<file path="src/rtl/sensor_pkg.sv">
`default_nettype none
// ============================================================================
// Module   : sensor_pkg
// Purpose  : Shared register map, burst geometry and sequencer state type
//            for the sensor measurement sequencer.
// Revision : 1.0  initial release
// ============================================================================
package sensor_pkg;

   localparam logic [6:0] CTRL_HUM  = 7'h72;
   localparam logic [6:0] STATUS    = 7'h73;
   localparam logic [6:0] CTRL_MEAS = 7'h74;
   localparam logic [6:0] DATA_BASE = 7'h77;

   localparam int BURST_LEN            = 8;
   localparam int STATUS_MEASURING_BIT = 3;

   typedef enum logic [3:0] {
      S_INIT_HUM  = 4'd0,
      S_INIT_MEAS = 4'd1,
      S_IDLE      = 4'd2,
      S_TRIG      = 4'd3,
      S_POLL_WAIT = 4'd4,
      S_POLL      = 4'd5,
      S_BURST     = 4'd6,
      S_DONE      = 4'd7,
      S_ABORT     = 4'd8
   } seq_state_t;

endpackage
`default_nettype wire

</file>
<file path="src/rtl/meas_period_timer.sv">
`default_nettype none
// ============================================================================
// Module   : meas_period_timer
// Purpose  : Free-running measurement period counter plus a single-depth
//            pending-request flag fed by the period wrap and meas_req.
// Revision : 1.0  initial release
// ============================================================================
module meas_period_timer #(
   parameter int PERIOD = 50_000_000
) (
   input  logic clk,
   input  logic reset,
   input  logic enable,
   input  logic meas_req,
   input  logic consume,
   output logic pending
);

   localparam int PW = $clog2(PERIOD);

   logic [PW-1:0] r_cnt;
   logic          r_pending;
   logic          w_wrap;

   assign w_wrap = enable && (r_cnt == PW'(PERIOD - 1));

   // Period counter is held at zero while disabled; a new request in the
   // consume cycle re-arms pending so it is not lost.
   always_ff @(posedge clk or negedge reset) begin
      if (!reset) begin
         r_cnt     <= '0;
         r_pending <= 1'b0;
      end else begin
         if (!enable || w_wrap) r_cnt <= '0;
         else                   r_cnt <= r_cnt + PW'(1);
         r_pending <= (r_pending && !consume) || meas_req || w_wrap;
      end
   end

   assign pending = r_pending;

endmodule
`default_nettype wire

</file>
<file path="src/rtl/sensor_meas_sequencer.sv">
`default_nettype none
// ============================================================================
// Module   : sensor_meas_sequencer
// Purpose  : Drives the SPI master through sensor configuration, forced-mode
//            trigger, status polling and an 8-byte data burst, then presents
//            the assembled raw pressure/temperature/humidity words.
// Revision : 1.0  initial release
// ============================================================================
module sensor_meas_sequencer
   import sensor_pkg::*;
#(
   parameter int         PERIOD        = 50_000_000,
   parameter int         POLL_GAP      = 1000,
   parameter int         TIMEOUT_POLLS = 255,
   parameter logic [7:0] CTRL_HUM_VAL  = 8'h01,
   parameter logic [7:0] CTRL_MEAS_VAL = 8'h25
) (
   input  logic        clk,
   input  logic        reset,
   input  logic        enable,
   input  logic        meas_req,
   output logic        spi_start,
   output logic        spi_read,
   output logic [6:0]  spi_addr,
   output logic [7:0]  spi_wdata,
   input  logic        spi_done,
   input  logic [7:0]  spi_rdata,
   output logic [19:0] press_raw,
   output logic [19:0] temp_raw,
   output logic [15:0] hum_raw,
   output logic        data_valid,
   output logic        busy,
   output logic        timeout_err
);

   localparam int GW = $clog2(POLL_GAP + 1);

   seq_state_t    r_state, w_state;
   logic          r_out, w_out;          // a transaction is outstanding
   logic [7:0]    r_poll, w_poll;
   logic [2:0]    r_idx, w_idx;
   logic [GW-1:0] r_gap, w_gap;
   logic          r_start, w_start;
   logic          r_read, w_read;
   logic [6:0]    r_addr, w_addr;
   logic [7:0]    r_wdata, w_wdata;
   logic [19:0]   r_press, w_press, r_temp, w_temp;
   logic [15:0]   r_hum, w_hum;
   logic          r_dv, w_dv, r_busy, w_busy, r_err, w_err;

   logic          w_txn, w_txn_read;
   logic [6:0]    w_txn_addr;
   logic [7:0]    w_txn_wdata;
   logic          w_ack, w_consume, w_buf_we, w_pending;
   logic [7:0]    r_buf [BURST_LEN];

   meas_period_timer #(.PERIOD(PERIOD)) u_timer (
      .clk      (clk),
      .reset    (reset),
      .enable   (enable),
      .meas_req (meas_req),
      .consume  (w_consume),
      .pending  (w_pending)
   );

   // State register; every port-visible output is registered so reset
   // forces all of them to zero.
   always_ff @(posedge clk or negedge reset) begin
      if (!reset) begin
         r_state <= S_INIT_HUM;
         r_out   <= 1'b0;
         r_poll  <= '0;
         r_idx   <= '0;
         r_gap   <= '0;
         r_start <= 1'b0;
         r_read  <= 1'b0;
         r_addr  <= '0;
         r_wdata <= '0;
         r_press <= '0;
         r_temp  <= '0;
         r_hum   <= '0;
         r_dv    <= 1'b0;
         r_busy  <= 1'b0;
         r_err   <= 1'b0;
      end else begin
         r_state <= w_state;
         r_out   <= w_out;
         r_poll  <= w_poll;
         r_idx   <= w_idx;
         r_gap   <= w_gap;
         r_start <= w_start;
         r_read  <= w_read;
         r_addr  <= w_addr;
         r_wdata <= w_wdata;
         r_press <= w_press;
         r_temp  <= w_temp;
         r_hum   <= w_hum;
         r_dv    <= w_dv;
         r_busy  <= w_busy;
         r_err   <= w_err;
      end
   end

   // Shadow buffer captures each burst byte in its completion cycle.
   always_ff @(posedge clk or negedge reset) begin
      if (!reset) begin
         for (int i = 0; i < BURST_LEN; i++) r_buf[i] <= '0;
      end else if (w_buf_we) begin
         r_buf[r_idx] <= spi_rdata;
      end
   end

   // Next-state logic: each SPI state names its transaction, a shared block
   // issues it once, and the state advances on the matching spi_done.
   always_comb begin
      w_state     = r_state;
      w_out       = r_out;
      w_poll      = r_poll;
      w_idx       = r_idx;
      w_gap       = r_gap;
      w_start     = 1'b0;
      w_read      = r_read;
      w_addr      = r_addr;
      w_wdata     = r_wdata;
      w_press     = r_press;
      w_temp      = r_temp;
      w_hum       = r_hum;
      w_dv        = 1'b0;
      w_err       = r_err;
      w_consume   = 1'b0;
      w_buf_we    = 1'b0;
      w_txn       = 1'b0;
      w_txn_read  = 1'b0;
      w_txn_addr  = CTRL_HUM;
      w_txn_wdata = 8'h00;
      w_ack       = r_out && spi_done;

      case (r_state)
         S_INIT_HUM: begin
            w_txn       = 1'b1;
            w_txn_addr  = CTRL_HUM;
            w_txn_wdata = CTRL_HUM_VAL;
            if (w_ack) w_state = S_INIT_MEAS;
         end
         S_INIT_MEAS: begin
            w_txn       = 1'b1;
            w_txn_addr  = CTRL_MEAS;
            w_txn_wdata = CTRL_MEAS_VAL;
            if (w_ack) w_state = S_IDLE;
         end
         S_IDLE: begin
            if (w_pending) begin
               w_consume = 1'b1;
               w_state   = S_TRIG;
            end
         end
         S_TRIG: begin
            w_txn       = 1'b1;
            w_txn_addr  = CTRL_MEAS;
            w_txn_wdata = CTRL_MEAS_VAL;
            if (w_ack) begin
               w_poll  = '0;
               w_gap   = '0;
               w_state = S_POLL_WAIT;
            end
         end
         S_POLL_WAIT: begin
            if (int'(r_gap) + 1 >= POLL_GAP) w_state = S_POLL;
            else                             w_gap   = r_gap + GW'(1);
         end
         S_POLL: begin
            w_txn      = 1'b1;
            w_txn_read = 1'b1;
            w_txn_addr = STATUS;
            if (w_ack) begin
               w_poll = r_poll + 8'd1;
               if (!spi_rdata[STATUS_MEASURING_BIT]) begin
                  w_idx   = '0;
                  w_state = S_BURST;
               end else if (int'(w_poll) == TIMEOUT_POLLS) begin
                  w_state = S_ABORT;
               end else begin
                  w_gap   = '0;
                  w_state = S_POLL_WAIT;
               end
            end
         end
         S_BURST: begin
            w_txn      = 1'b1;
            w_txn_read = 1'b1;
            w_txn_addr = DATA_BASE + {4'b0000, r_idx};
            if (w_ack) begin
               w_buf_we = 1'b1;
               if (r_idx == 3'(BURST_LEN - 1)) w_state = S_DONE;
               else                            w_idx   = r_idx + 3'd1;
            end
         end
         S_DONE: begin
            w_press = {r_buf[0], r_buf[1], r_buf[2][7:4]};
            w_temp  = {r_buf[3], r_buf[4], r_buf[5][7:4]};
            w_hum   = {r_buf[6], r_buf[7]};
            w_dv    = 1'b1;
            w_err   = 1'b0;
            w_state = S_IDLE;
         end
         S_ABORT: begin
            w_err   = 1'b1;
            w_state = S_IDLE;
         end
         default: w_state = S_IDLE;
      endcase

      if (w_txn && !r_out) begin
         w_start = 1'b1;
         w_out   = 1'b1;
         w_read  = w_txn_read;
         w_addr  = w_txn_addr;
         w_wdata = w_txn_wdata;
      end
      if (w_ack) w_out = 1'b0;

      w_busy = (w_state != S_IDLE);
   end

   assign spi_start   = r_start;
   assign spi_read    = r_read;
   assign spi_addr    = r_addr;
   assign spi_wdata   = r_wdata;
   assign press_raw   = r_press;
   assign temp_raw    = r_temp;
   assign hum_raw     = r_hum;
   assign data_valid  = r_dv;
   assign busy        = r_busy;
   assign timeout_err = r_err;

endmodule
`default_nettype wire

</file>
<file path="config.mk">
export PLATFORM = sky130hd
export DESIGN_NAME = sensor_meas_sequencer
export DESIGN_NICKNAME = d
export VERILOG_FILES = /design/src/rtl/sensor_pkg.sv /design/src/rtl/meas_period_timer.sv /design/src/rtl/sensor_meas_sequencer.sv
export SDC_FILE = /design/constraint.sdc
export NUM_CORES = 1
export LEC_CHECK = 0
export BUFFER_PORTS_ARGS = -buffer_cell sky130_fd_sc_hd__buf_2
export CORE_ASPECT_RATIO = 2
export CORE_MARGIN = 8
export CORE_UTILIZATION = 40
export DETAILED_ROUTE_END_ITERATION = 10
export HOLD_SLACK_MARGIN = 0.06
export PLACE_DENSITY = 0.57
export REMOVE_ABC_BUFFERS = 1
export SKIP_LAST_GASP = 1
export SYNTH_ARGS = -nofsm -noshare
export SYNTH_HDL_FRONTEND = slang
export SYNTH_SLANG_ARGS = --single-unit
</file>
<file path="constraint.sdc">
create_clock -name clk -period 2.17 [get_ports clk]
set_input_delay 0.434 -clock clk [delete_from_list [all_inputs] [get_ports clk]]
set_output_delay 0.434 -clock clk [all_outputs]
set_load 0.1 [all_outputs]
</file>
## Word level (Yosys, flattened, before mapping)

Index checks and enable logic that the tools add are counted.

- Register bits: 193
- Bits in latches: 0
- Bits in writable memories: 0
- Memory bits (read-only): 0
- Input port bits: 13
- Output and inout port bits: 76
- Memories: 0

- Add/sub/neg operators: 6
- Multipliers: 0
- Div/mod/pow operators: 0
- $lt $le $gt $ge: 3
- Equal/unequal tests: 20
- Shift-type cells: 0
- Mux-type cells: 42
- Bitwise gates (word level): 1
- Reduce and logical (&&, ||, !) cells: 23

Operators with widths:

| operator | number |
|---|---|
| $bwmux W64 | 1 |
| $mux W10 | 5 |
| $mux W4 | 10 |
| $pmux W10 S3 | 1 |
| $pmux W4 S7 | 1 |
| $add A26 B1 Y26 const B | 1 |
| $eq A26 B26 Y1 const B | 1 |
| $mux W26 | 1 |
| $demux W8 S3 | 1 |
| $mux W8 | 3 |
| $pmux W7 S3 | 1 |
| $eq A4 B3 Y1 const B | 4 |
| $ne A2 B2 Y1 const B | 8 |
| $pmux W8 S2 | 1 |
| $mux W3 | 4 |
| $pmux W6 S2 | 1 |
| $add A10 B1 Y11 const B | 1 |
| $ge A11 B10 Y1 const B | 1 |
| $add A10 B1 Y10 const B | 1 |
| $mux W1 | 10 |
| $add A8 B1 Y8 const B | 1 |
| $eq A4 B2 Y1 const B | 2 |
| $eq A8 B1 Y1 const B | 1 |
| $reduce_bool A2 Y1 | 4 |
| 21 further kinds | 30 |

## Logic depth before layout (Yosys ltp)

Gate-level depths: netlist of run 1.

- Depth in word-level cells: 7
- Depth in mapped cells: 8
- Depth with buffers taken out: 7

## Modules after synthesis

From an unflattened synthesis of run 1, not the netlist that was laid out.

- Cell total of the unflattened synthesis: 773
- Area, all modules: 8008.9 sq um

By module, submodules not included:

| module | instances | cells each | area each (sq um) |
|---|---|---|---|
| sensor_meas_sequencer | 1 | 618 | 6492.5 |
| meas_period_timer | 1 | 155 | 1516.5 |

## Least setup slack after synthesis of run 1

No wires, ideal clock.

- Kind: register to register
- From: reg r_gap[0]
- To: reg r_gap[0]
- Setup time: 0.125 ns
- Arrival time: 2.143 ns
- Slack: -0.098 ns
- Cell stages (with the launch flop): 9
- Path buffers: 1
- Period minus slack after synthesis: 2.268 ns
- Cells stage by stage: dfrtp_1 -> ha_1 -> buf_2 -> nand3_2 -> or3_1 -> a211oi_2 -> o311ai_4 -> and3_4 -> mux2_2

- Longest elaborated chain between the ends: 4
- Elaborated cells on any way between the ends: 7
- Those cells by class: add/sub (2); order compare (1); eq/ne (1); mux (2); reduce/logical (1)

RTL lines:

| what | RTL line | source |
|---|---|---|
| start: declaration | sensor_meas_sequencer.sv:42 | `logic [GW-1:0] r_gap, w_gap;` |
| start signal: assignment | sensor_meas_sequencer.sv:90 | `r_gap <= w_gap;` |
| $add A10 B1 Y11 | sensor_meas_sequencer.sv:168 | `if (int'(r_gap) + 1 >= POLL_GAP) w_state = S_POLL;` |
| $ge A11 B10 Y1 | sensor_meas_sequencer.sv:168 |  |
| $ne A2 B2 Y1 (no source line) | -- |  |
| $reduce_and A6 Y1 (no source line) | -- |  |

Parallel ways exist; a longest one is shown, timed or not. The select of a mux whose other input is x is not followed.
A chain may end at the register's enable or synchronous reset.

## Final worst setup path of run 1

- From: reg r_gap[1]
- To: reg r_gap[0]

- Longest elaborated chain between the ends: 4

RTL lines:

| what | RTL line |
|---|---|
| $add A10 B1 Y11 | sensor_meas_sequencer.sv:168 |
| $ge A11 B10 Y1 | sensor_meas_sequencer.sv:168 |
| $ne A2 B2 Y1 (no source line) | -- |
| $reduce_and A6 Y1 (no source line) | -- |

Every way passes these cells.

==> flow_summary_export.csv, run 1 <==
group,metric,value,unit
final_layout,drive_gt1_frac,0.296,
yosys,seq_area_frac_synth,0.565,
detailed_routing,drt_wl_total,18900,um
final_layout,area_growth,23.4,%
global_route,grt_pass1_vias,5896,
min_path,hp-class,"input port to flop",
floorplanning,pin_count,89,
detailed_routing,drt-initial-drc-count,252,
min_path,min-delay-start,"meas_req",
yosys,async_flop_share,1.00,
clock_network,cts.sink_count,177,
detailed_routing,wl_per_cell,16.3,um
sta,fin_crit_sh,1.00,
yosys,yosysUniqueCellTypes,64,
global_route,grt_max_degree,58,
detailed_routing,vias,5806,
floorplanning,dieArea,24600,um^2
sta,rsz0062_at_grt,"true",
floorplanning,die_height,214,um
yosys,synth-seq-cells,177,
detailed_routing,dr.pass1.iters,4,
power_and_ir_drop,p_per_area,1110,nW/um^2
place,io_buffers,83,
global_route,grt_overflow,0,
worst_setup_path,critPathMaxStageDelay,0.43,ns
sta,finalSetupViolCount,1,
place,hpwlAfterDp,13600,um
worst_setup_path,worst_path_max_delay_cell,"dfrtp_1",
outcome,status,"complete, but fails checks",
sta,clock_skew,0.0135,ns
global_route,grt_pass1_wl,31100,um
final_layout,fin_util,0.501,
sta,slew_headroom,0.659,
power_and_ir_drop,p_leak,4.92,nW
yosys,synth.avg_cell_area,10.3,um^2
floorplanning,coreArea,19300,um^2
power_and_ir_drop,p_total,10.8,mW
clock_network,cts_buffers,17,
power_and_ir_drop,peakVddDrop,0.000698,V
flow_run,maxCapViolCount,0,
worst_setup_path,cp_max_fo,6,
sta,slew_violations,0,
place,place_area,8940,um^2
floorplanning,start_util,0.406,
worst_setup_path,critPathKind,"flop to flop",
worst_setup_path,cp-end-kind,"flop",
clock_network,clockBufferDepth,2,
yosys,synthesis.area,7840,um^2
clock_network,cts_tree,"done",
clock_network,clk_latency,0.43,ns
worst_setup_path,crit_start,"r_gap[1]",
worst_setup_path,critPathArrivalTime,2.49,ns
yosys,ys_warn_count,0,
final_layout,fin_nets,910,
worst_setup_path,cp_cell_sequence,"buf_6 > nand4_4 > or3_4 > a211oi_4 > o311ai_4 > and3_4 > mux2_2",
sta,period_needed,2.18,ns
sta,worst_slew_pin_slew,0.515,ns
clock_network,clk_pin_slew_worst_paths,0.07,ns
clock_network,cts-htree-levels,4,
place,gp_congestion,0.848,
outcome,violations,"negative setup slack",
global_route,track_usage,0.161,
sta,fmax,0.460,GHz
sta,fin_ws,-0.00587,ns
clock_network,clock-root-buffer,"clkbuf_16",
detailed_routing,drc,0,
worst_setup_path,r2r_slack,-0.006,ns
sta,setup_tns,-0.00587,ns
detailed_routing,postRouteAntennaNets,0,
worst_setup_path,rr_startpoint,"r_gap[1]",
yosys,synthFlopType,"dfrtp_1",
sta,hold_viol,0,
yosys,synth-edff-count,0,
floorplanning,num_rows,72,
worst_setup_path,required,2.48,ns
detailed_routing,vias_per_cell,5.00,
floorplanning,die_w,115,um
final_layout,final_area,9670,um^2
worst_setup_path,startpoint_type,"flop",
global_route,antenna_found_initial,1,
yosys,syn_inst,759,
final_layout,antenna_cells,0,
-- sequential cells by signal (all words and copies together) (netlist names) --
signal and count:
busy 1, data_valid 1, hum_raw 16, press_raw 20
r_buf 56, r_gap 10, r_idx 3, r_out 1
r_poll 8, r_state 4, spi_addr 5, spi_read 1
spi_start 1, spi_wdata 2, temp_raw 20, timeout_err 1
u_timer.pending 1, u_timer.r_cnt 26
-- final cells by class --
type                       count  area (um^2)
fill                        1905         9610
sequential                   177         4430
multi-input combinational    533         3280
timing repair buffer         148          995
clock buffer                  19          453
tap                          259          324
clock inverter                13          140
inverter                      13         48.8
-- critical path, delay by kind of cell, from the launching register on --
kind	cells	cell delay (ns)
AO/OA/AOI/OAI	2	0.44
buffers and inverters	1	0.15
flip-flops	1	0.43
multiplexers	1	0.26
AND/OR/NAND/NOR	3	0.78
-- metal layers --
metal	track usage	wire [um]	vias to the layer above
li1	-	-	2811
met1	0.175	7390	2880
met2	0.293	10500	94
met3	0.0364	726	19
met4	0.0538	276	2
met5	0	13	-
-- cells by family (layout without fill, tap and decap cells) --
family | after synthesis | after routing | synth area share
buffers and inverters | 53 | 193 | 0.0300
adder cells (fa/ha/maj) | 7 | 7 | 0.0112
AND/OR/NAND/NOR | 353 | 353 | 0.204
AO/OA/AOI/OAI | 81 | 81 | 0.0727
other | 1 | 5 | 0.000479
multiplexers | 59 | 59 | 0.0848
XOR/XNOR | 28 | 28 | 0.0313
flip-flops | 177 | 177 | 0.565
-- layout by cell type, fill, tap and decap left out, types with 9 or more instances in the layout --
cell and instances:
xnor2_1 10, inv_1 13, clkbuf_16 17, a21oi_1 14, dfrtp_1 176, nand2_1 207, and3_1 10, buf_2 82
xor2_1 17, nor2_1 44, mux2_2 59, buf_4 56, nor3_1 9, nand3_1 30, o21ai_0 22
-- stage by stage --
step	worst slack (ns)	std cells	hold WS, ns
after floorplan	-1.22	723	0.138
after global placement	-0.109	1125	0.426
after detailed placement	-0.171	1125	0.426
after CTS	0.00596	1159	0.196
after global routing	-0.0649	1162	0.201
final	-0.00587	1162	0.213
-- cell usage after synthesis, types with 2 or more instances --
library cell  count  area [um^2]
dfrtp_1         177         4430
ha_1              7         87.6
nor4b_1           2         17.5
nand2b_1          7         43.8
buf_2             5         25.0
nand2_1         208          781
xnor2_1          10         87.6
o41ai_1           4         35.0
and4_1            2         17.5
and3b_1           2         17.5
mux2_2           59          664
buf_4             8         60.1
and3_1           10         62.6
a21oi_1          15         75.1
o31ai_1           3         22.5
nand3b_1          2         15.0
or2_2             2         12.5
nand4_1           7         43.8
o21bai_1          3         22.5
nand3_1          31          155
o211ai_1          3         22.5
xor2_1           18          158
a311oi_1          2         17.5
or3_1             4         25.0
a21o_1            2         15.0
a31oi_1           4         25.0
nor3_1           10         50.1
a21boi_0          2         15.0
a211oi_1          2         15.0
buf_1             3         11.3
o21ai_0          24          120
nor2_1           44          165
nand4_2           2         25.0
nor2_2            2         12.5
inv_1            13         48.8
a22o_1            3         26.3
nor2b_1           4         25.0
clkbuf_1         24         90.1
and2_1            4         25.0
-- power by group --
part	switching, mW	total, mW	internal, mW
Sequential	0.321	4.04	3.72
Clock	1.39	3.07	1.69
Combinational	2.64	3.63	0.989
Total	4.35	10.8	6.40
-- path summary, 6_finish.rpt --
kind	cells after the start	end
worst min-delay path	2	u_timer.pending
worst max register to register	7	r_gap[0]
min in group asynchronous	2	hum_raw[4]
worst max-delay path	7	r_gap[0]
max in group asynchronous	3	u_timer.r_cnt[6]
worst min register to register	2	hum_raw[6]
-- what timing repair did --
action / 4_1_cts / 5_1_grt
pin swaps: 2 / 8
endpoints found under the hold margin: 45 / 0
hold buffers: 1 / 0
setup endpoints to repair: 10 / 51
gates resized for setup: 6 / 13
setup buffers: 1 / 3
Note: power is estimated with default switching activity, not from simulation.
==> inputs of run 2 (changes only) <==
--- a/config.mk
+++ b/config.mk
@@ -12,6 +12,7 @@
 export DETAILED_ROUTE_END_ITERATION = 10
 export HOLD_SLACK_MARGIN = 0.06
 export PLACE_DENSITY = 0.57
+export RECOVER_POWER = 50
 export REMOVE_ABC_BUFFERS = 1
 export SKIP_LAST_GASP = 1
 export SYNTH_ARGS = -nofsm -noshare
==> run 2 against run 1 <==
Net effect: the flow now finishes without violations; register-to-register slack is essentially flat; sequential share of layout area grew 0.17 points; first-iteration DRC count grew 19%; worst setup slack gained 0.0092 ns; core utilization shrank 0.19 points; clock-buffer cell count is the same; largest cell class unchanged; critical path depth is the same; combinational power is essentially flat; highest routed layer unchanged; sequential power is essentially flat; via count shrank 0.10%; critical path type unchanged; fmax grew 0.43%.
==> flow_summary_export.csv, run 2 (synthesis gave the netlist of run 1 again) <==
group,metric,value,unit
worst_setup_path,startpoint_type,"flop",
detailed_routing,dr.pass1.iters,4,
final_layout,final_cells,1162,
sta,period_needed,2.17,ns
global_route,track_usage,0.161,
global_route,grt_pass1_wl,31100,um
place,place_area,8940,um^2
global_route,grt_max_degree,58,
sta,slew_violations,0,
sta,hold_viol,0,
detailed_routing,drt_wl_total,18900,um
power_and_ir_drop,seqPwrFrac,0.377,
final_layout,final_area,9630,um^2
sta,slew_headroom,0.114,
power_and_ir_drop,p_sw,4.35,mW
place,hpwlAfterDp,13600,um
floorplanning,start_util,0.406,
flow_run,maxCapViolCount,0,
outcome,status,"completed",
floorplanning,dieArea,24600,um^2
final_layout,area_growth,22.9,%
clock_network,clk_pin_slew_worst_paths,0.07,ns
power_and_ir_drop,p_total,10.7,mW
final_layout,fin_nets,910,
worst_setup_path,critPathArrivalTime,2.48,ns
detailed_routing,drc,0,
sta,fmax,0.462,GHz
worst_setup_path,required,2.48,ns
place,gp_congestion,0.848,
detailed_routing,wl_per_cell,16.3,um
sta,rsz0062_at_grt,"true",
sta,finalSetupViolCount,0,
final_layout,final_common_cell,"nand2_1",
worst_setup_path,cp_max_fo,6,
detailed_routing,postRouteAntennaNets,0,
power_and_ir_drop,peakVddDrop,0.000698,V
power_and_ir_drop,intPower,6.37,mW
final_layout,largest_register_ffs,56,
final_layout,top_regs,"r_buf: 56 flops, u_timer.r_cnt: 26 flops",
worst_setup_path,critPathKind,"flop to flop",
sta,clock_skew,0.0131,ns
floorplanning,pin_count,89,
detailed_routing,drt-initial-drc-count,299,
power_and_ir_drop,p_leak,4.90,nW
sta,setup_tns,0,ns
clock_network,clockBufferDepth,2,
final_layout,drive_gt1_frac,0.295,
global_route,grt_overflow,0,
floorplanning,coreArea,19300,um^2
power_and_ir_drop,pwr-share-comb,0.336,
floorplanning,die_height,214,um
clock_network,cts_buffers,17,
power_and_ir_drop,p_per_area,1110,nW/um^2
worst_setup_path,cp-end-kind,"flop",
clock_network,clk_latency,0.43,ns
global_route,antenna_found_initial,1,
final_layout,largest-register,"r_buf",
final_layout,n_fill_cell,1909,
power_and_ir_drop,pwr-share-clk,0.287,
final_layout,antenna_cells,0,
clock_network,cts_tree,"done",
min_path,hp-class,"input port to flop",
sta,worst_slew_pin_slew,1.33,ns
place,place_inst,1125,
clock_network,cts.sink_count,177,
final_layout,mostFrequentLayoutCells,"nand2_1 (207), dfrtp_1 (176), buf_2 (82), mux2_2 (59), buf_4 (52)",
clock_network,cts-htree-levels,4,
detailed_routing,vias_per_cell,4.99,
floorplanning,die_w,115,um
place,io_buffers,83,
global_route,grt_pass1_vias,5896,
detailed_routing,vias,5800,
sta,fin_crit_sh,0.998,
clock_network,clock-root-buffer,"clkbuf_16",
floorplanning,num_rows,72,
power_and_ir_drop,swShare,0.406,
-- run 2: metal layers --
layer / up-vias / wire length, um / track usage
li1: 2812 / - / -
met1: 2872 / 7320 / 0.175
met2: 95 / 10600 / 0.293
met3: 19 / 720 / 0.0364
met4: 2 / 276 / 0.0538
met5: - / 13 / 0
-- run 2: per-stage QoR --
step | utilization | worst slack, ns | hold WS (ns)
2_1_floorplan | - | -1.22 | 0.138
3_3_place_gp | 0.464 | -0.109 | 0.426
3_5_place_dp | 0.464 | -0.171 | 0.426
4_1_cts | 0.496 | 0.00596 | 0.196
5_1_grt | 0.500 | -0.0649 | 0.201
6_report | 0.500 | 0.00336 | 0.213
-- run 2: cell type report --
type | count | area, um^2 | share of cell area
Sequential cell | 177 | 4430 | 0.460
Multi-Input combinational cell | 533 | 3280 | 0.340
Timing Repair Buffer | 148 | 958 | 0.0995
Clock buffer | 19 | 453 | 0.0470
Tap cell | 259 | 324 | 0.0336
Clock inverter | 13 | 140 | 0.0145
Inverter | 13 | 48.8 | 0.00507
-- run 2: path summary, 6_finish.rpt --
check	startpoint	to	slack [ns]	cells after the start
worst max register to register	r_gap[1]	r_gap[0]	0.003	7
worst min register to register	r_buf[6]	hum_raw[6]	0.47	2
min in group asynchronous	reset	hum_raw[4]	0.84	2
worst min-delay path	meas_req	u_timer.pending	0.21	2
max in group asynchronous	reset	u_timer.r_cnt[6]	0.29	3
worst max-delay path	r_gap[1]	r_gap[0]	0.003	7
-- run 2: repair_timing --
action / in CTS / in global routing
endpoints found under the hold margin: 45 / 0
endpoints found under the setup margin: 10 / 51
pin swaps: 2 / 8
hold buffers: 1 / 0
setup buffers: 1 / 3
gates resized for setup: 6 / 13
-- run 2: critical path, stage by stage, from the launching register on --
cell,delay [ns]
dfrtp_1,0.43
buf_6,0.15
nand4_4,0.15
or3_4,0.43
a211oi_4,0.29
o311ai_4,0.15
and3_4,0.20
mux2_2,0.26
-- run 2: power by group through the flow --
| stage | clock [mW] | sequential [mW] | combinational, mW |
|---|---|---|---|
| after floorplan | 0 | 5.47 | 1.08 |
| after global placement | 0 | 4.09 | 3.58 |
| after detailed placement | 0 | 4.09 | 3.61 |
| after CTS | 3.16 | 4.03 | 3.63 |
| after global routing | 3.30 | 4.11 | 3.86 |
| final | 3.08 | 4.04 | 3.60 |
==> inputs of run 3 (changes only) <==
==> constraint.sdc (replaced) <==
create_clock -name clk -period 2.17 [get_ports clk]
set_input_delay 0.217 -clock clk [delete_from_list [all_inputs] [get_ports clk]]
set_output_delay 0.217 -clock clk [all_outputs]
set_load 0.1 [all_outputs]
==> run 3 against run 2 <==
Net effect: final area shrank 1.5%; cell count shrank 0.95%; clock skew shrank 0.0059 ns; combinational power shrank 1%; core utilization shrank 0.73 points; critical path depth grew 1; global-route usage shrank 0.17 points; sequential cell count is the same; critical path type unchanged; highest routed layer is now met4.
==> flow_summary_export.csv, run 3 (synthesis gave the netlist of run 1 again) <==
group,metric,value,unit
floorplanning,num_rows,72,
clock_network,cts_buffers,17,
worst_setup_path,crit_start,"r_poll[1]",
clock_network,cts-htree-levels,4,
floorplanning,die_height,214,um
worst_setup_path,critPathKind,"flop to flop",
final_layout,largest_register_ffs,56,
worst_setup_path,critPathCapture,"r_state[2]",
clock_network,cts.sink_count,177,
clock_network,clk_latency,0.43,ns
power_and_ir_drop,p_per_area,1130,nW/um^2
place,gp_congestion,0.789,
global_route,grt_pass1_wl,30500,um
worst_setup_path,reg2reg_depth,8,
sta,slew_headroom,0.213,
final_layout,antenna_cells,0,
place,io_buffers,83,
final_layout,drive_gt1_frac,0.243,
final_layout,final_common_cell,"nand2_1",
place,place_ws,-0.0466,ns
sta,worst_slew_pin_slew,1.19,ns
global_route,grt_max_degree,58,
sta,period_needed,2.08,ns
detailed_routing,vias_per_cell,4.98,
final_layout,area_growth,21.1,%
final_layout,final_cells,1151,
sta,setup_tns,0,ns
min_path,hp-class,"input port to flop",
worst_setup_path,cp-end-kind,"flop",
power_and_ir_drop,p_leak,4.70,nW
final_layout,largest-register,"r_buf",
flow_run,maxCapViolCount,0,
sta,slew_violations,0,
detailed_routing,wl_per_cell,16.1,um
sta,hold_viol,0,
sta,fmax,0.480,GHz
worst_setup_path,startpoint_type,"flop",
clock_network,clockBufferDepth,2,
place,hpwlAfterDp,13200,um
worst_setup_path,critPathArrivalTime,2.41,ns
floorplanning,pin_count,89,
global_route,track_usage,0.159,
detailed_routing,drt_wl_total,18500,um
worst_setup_path,required,2.49,ns
floorplanning,dieArea,24600,um^2
power_and_ir_drop,peakVddDrop,0.000893,V
sta,rsz0062_at_grt,"true",
detailed_routing,drc,0,
final_layout,top_regs,"r_buf: 56 flops, u_timer.r_cnt: 26 flops",
clock_network,clock-root-buffer,"clkbuf_16",
final_layout,mostFrequentLayoutCells,"nand2_1 (207), dfrtp_1 (176), mux2_2 (59), buf_2 (54), nor2_1 (43)",
sta,fin_ws,0.0851,ns
global_route,grt_overflow,0,
sta,fin_crit_sh,0.961,
place,place_inst,1114,
worst_setup_path,r2r_slack,0.09,ns
global_route,antenna_found_initial,0,
sta,holdWs,0.132,ns
clock_network,clk_pin_slew_worst_paths,0.07,ns
final_layout,fin_nets,899,
place,place_area,8880,um^2
final_layout,fin_util,0.492,
sta,clock_skew,0.00727,ns
outcome,status,"completed",
final_layout,final_area,9490,um^2
power_and_ir_drop,p_total,10.7,mW
worst_setup_path,rr_startpoint,"r_poll[1]",
detailed_routing,vias,5734,
detailed_routing,dr.pass1.iters,4,
sta,finalSetupViolCount,0,
floorplanning,start_util,0.406,
worst_setup_path,cp_max_fo,6,
detailed_routing,drt-initial-drc-count,255,
worst_setup_path,r2r-end,"r_state[2]",
floorplanning,die_w,115,um
clock_network,cts_tree,"done",
floorplanning,coreArea,19300,um^2
global_route,grt_pass1_vias,5851,
detailed_routing,postRouteAntennaNets,0,
==> run 3: worst min-delay path by stage <==
stage,from,endpoint,slack [ns],cells past startpoint
floorplan,reset,busy,-0.08,0
global placement,reset,hum_raw[4],0.16,1
detailed placement,reset,hum_raw[4],0.16,1
CTS,spi_rdata[2],r_buf[26],0.12,2
global route,spi_rdata[2],r_buf[26],0.13,2
finish,spi_rdata[2],r_buf[50],0.13,2
==> run 3: what timing repair did <==
item | CTS | global route
hold endpoints to repair | 108 | 0
setup endpoints to repair | 5 | 26
hold buffers | 4 | 0
gates resized for setup | 4 | 6
pin swaps | 0 | 3
buffers inserted | 0 | 1
==> run 3: critical path, cell delays in order (launching register included) <==
cell and delay [ns]:
dfrtp_1 0.44, ha_1 0.26, nor2b_1 0.11, o21ai_0 0.14, a2111oi_0 0.52, buf_4 0.21, o21ai_0 0.07, a21oi_1 0.17
nor2_1 0.05
==> run 3: cell type report <==
class,count,area (um^2)
clock buffer,22,464
sequential,177,4430
fill,1914,9790
tap,259,324
inverter,13,48.8
clock inverter,10,125
multi-input combinational,533,3230
timing repair buffer,137,865
==> run 3: routing by layer <==
metal  up-vias  share of wire  global-route usage
met3        31          0.041              0.0375
met5         -              0                   0
met2       107           0.54               0.285
met1      2800           0.39               0.169
met4         0          0.029              0.0732
li1       2796              -                   -
==> run 3: power breakdown <==
part	leakage [nW]	switching, mW	internal (mW)
logic	2.01	2.63	0.916
clock network	0.274	1.30	1.77
registers	2.42	0.340	3.73
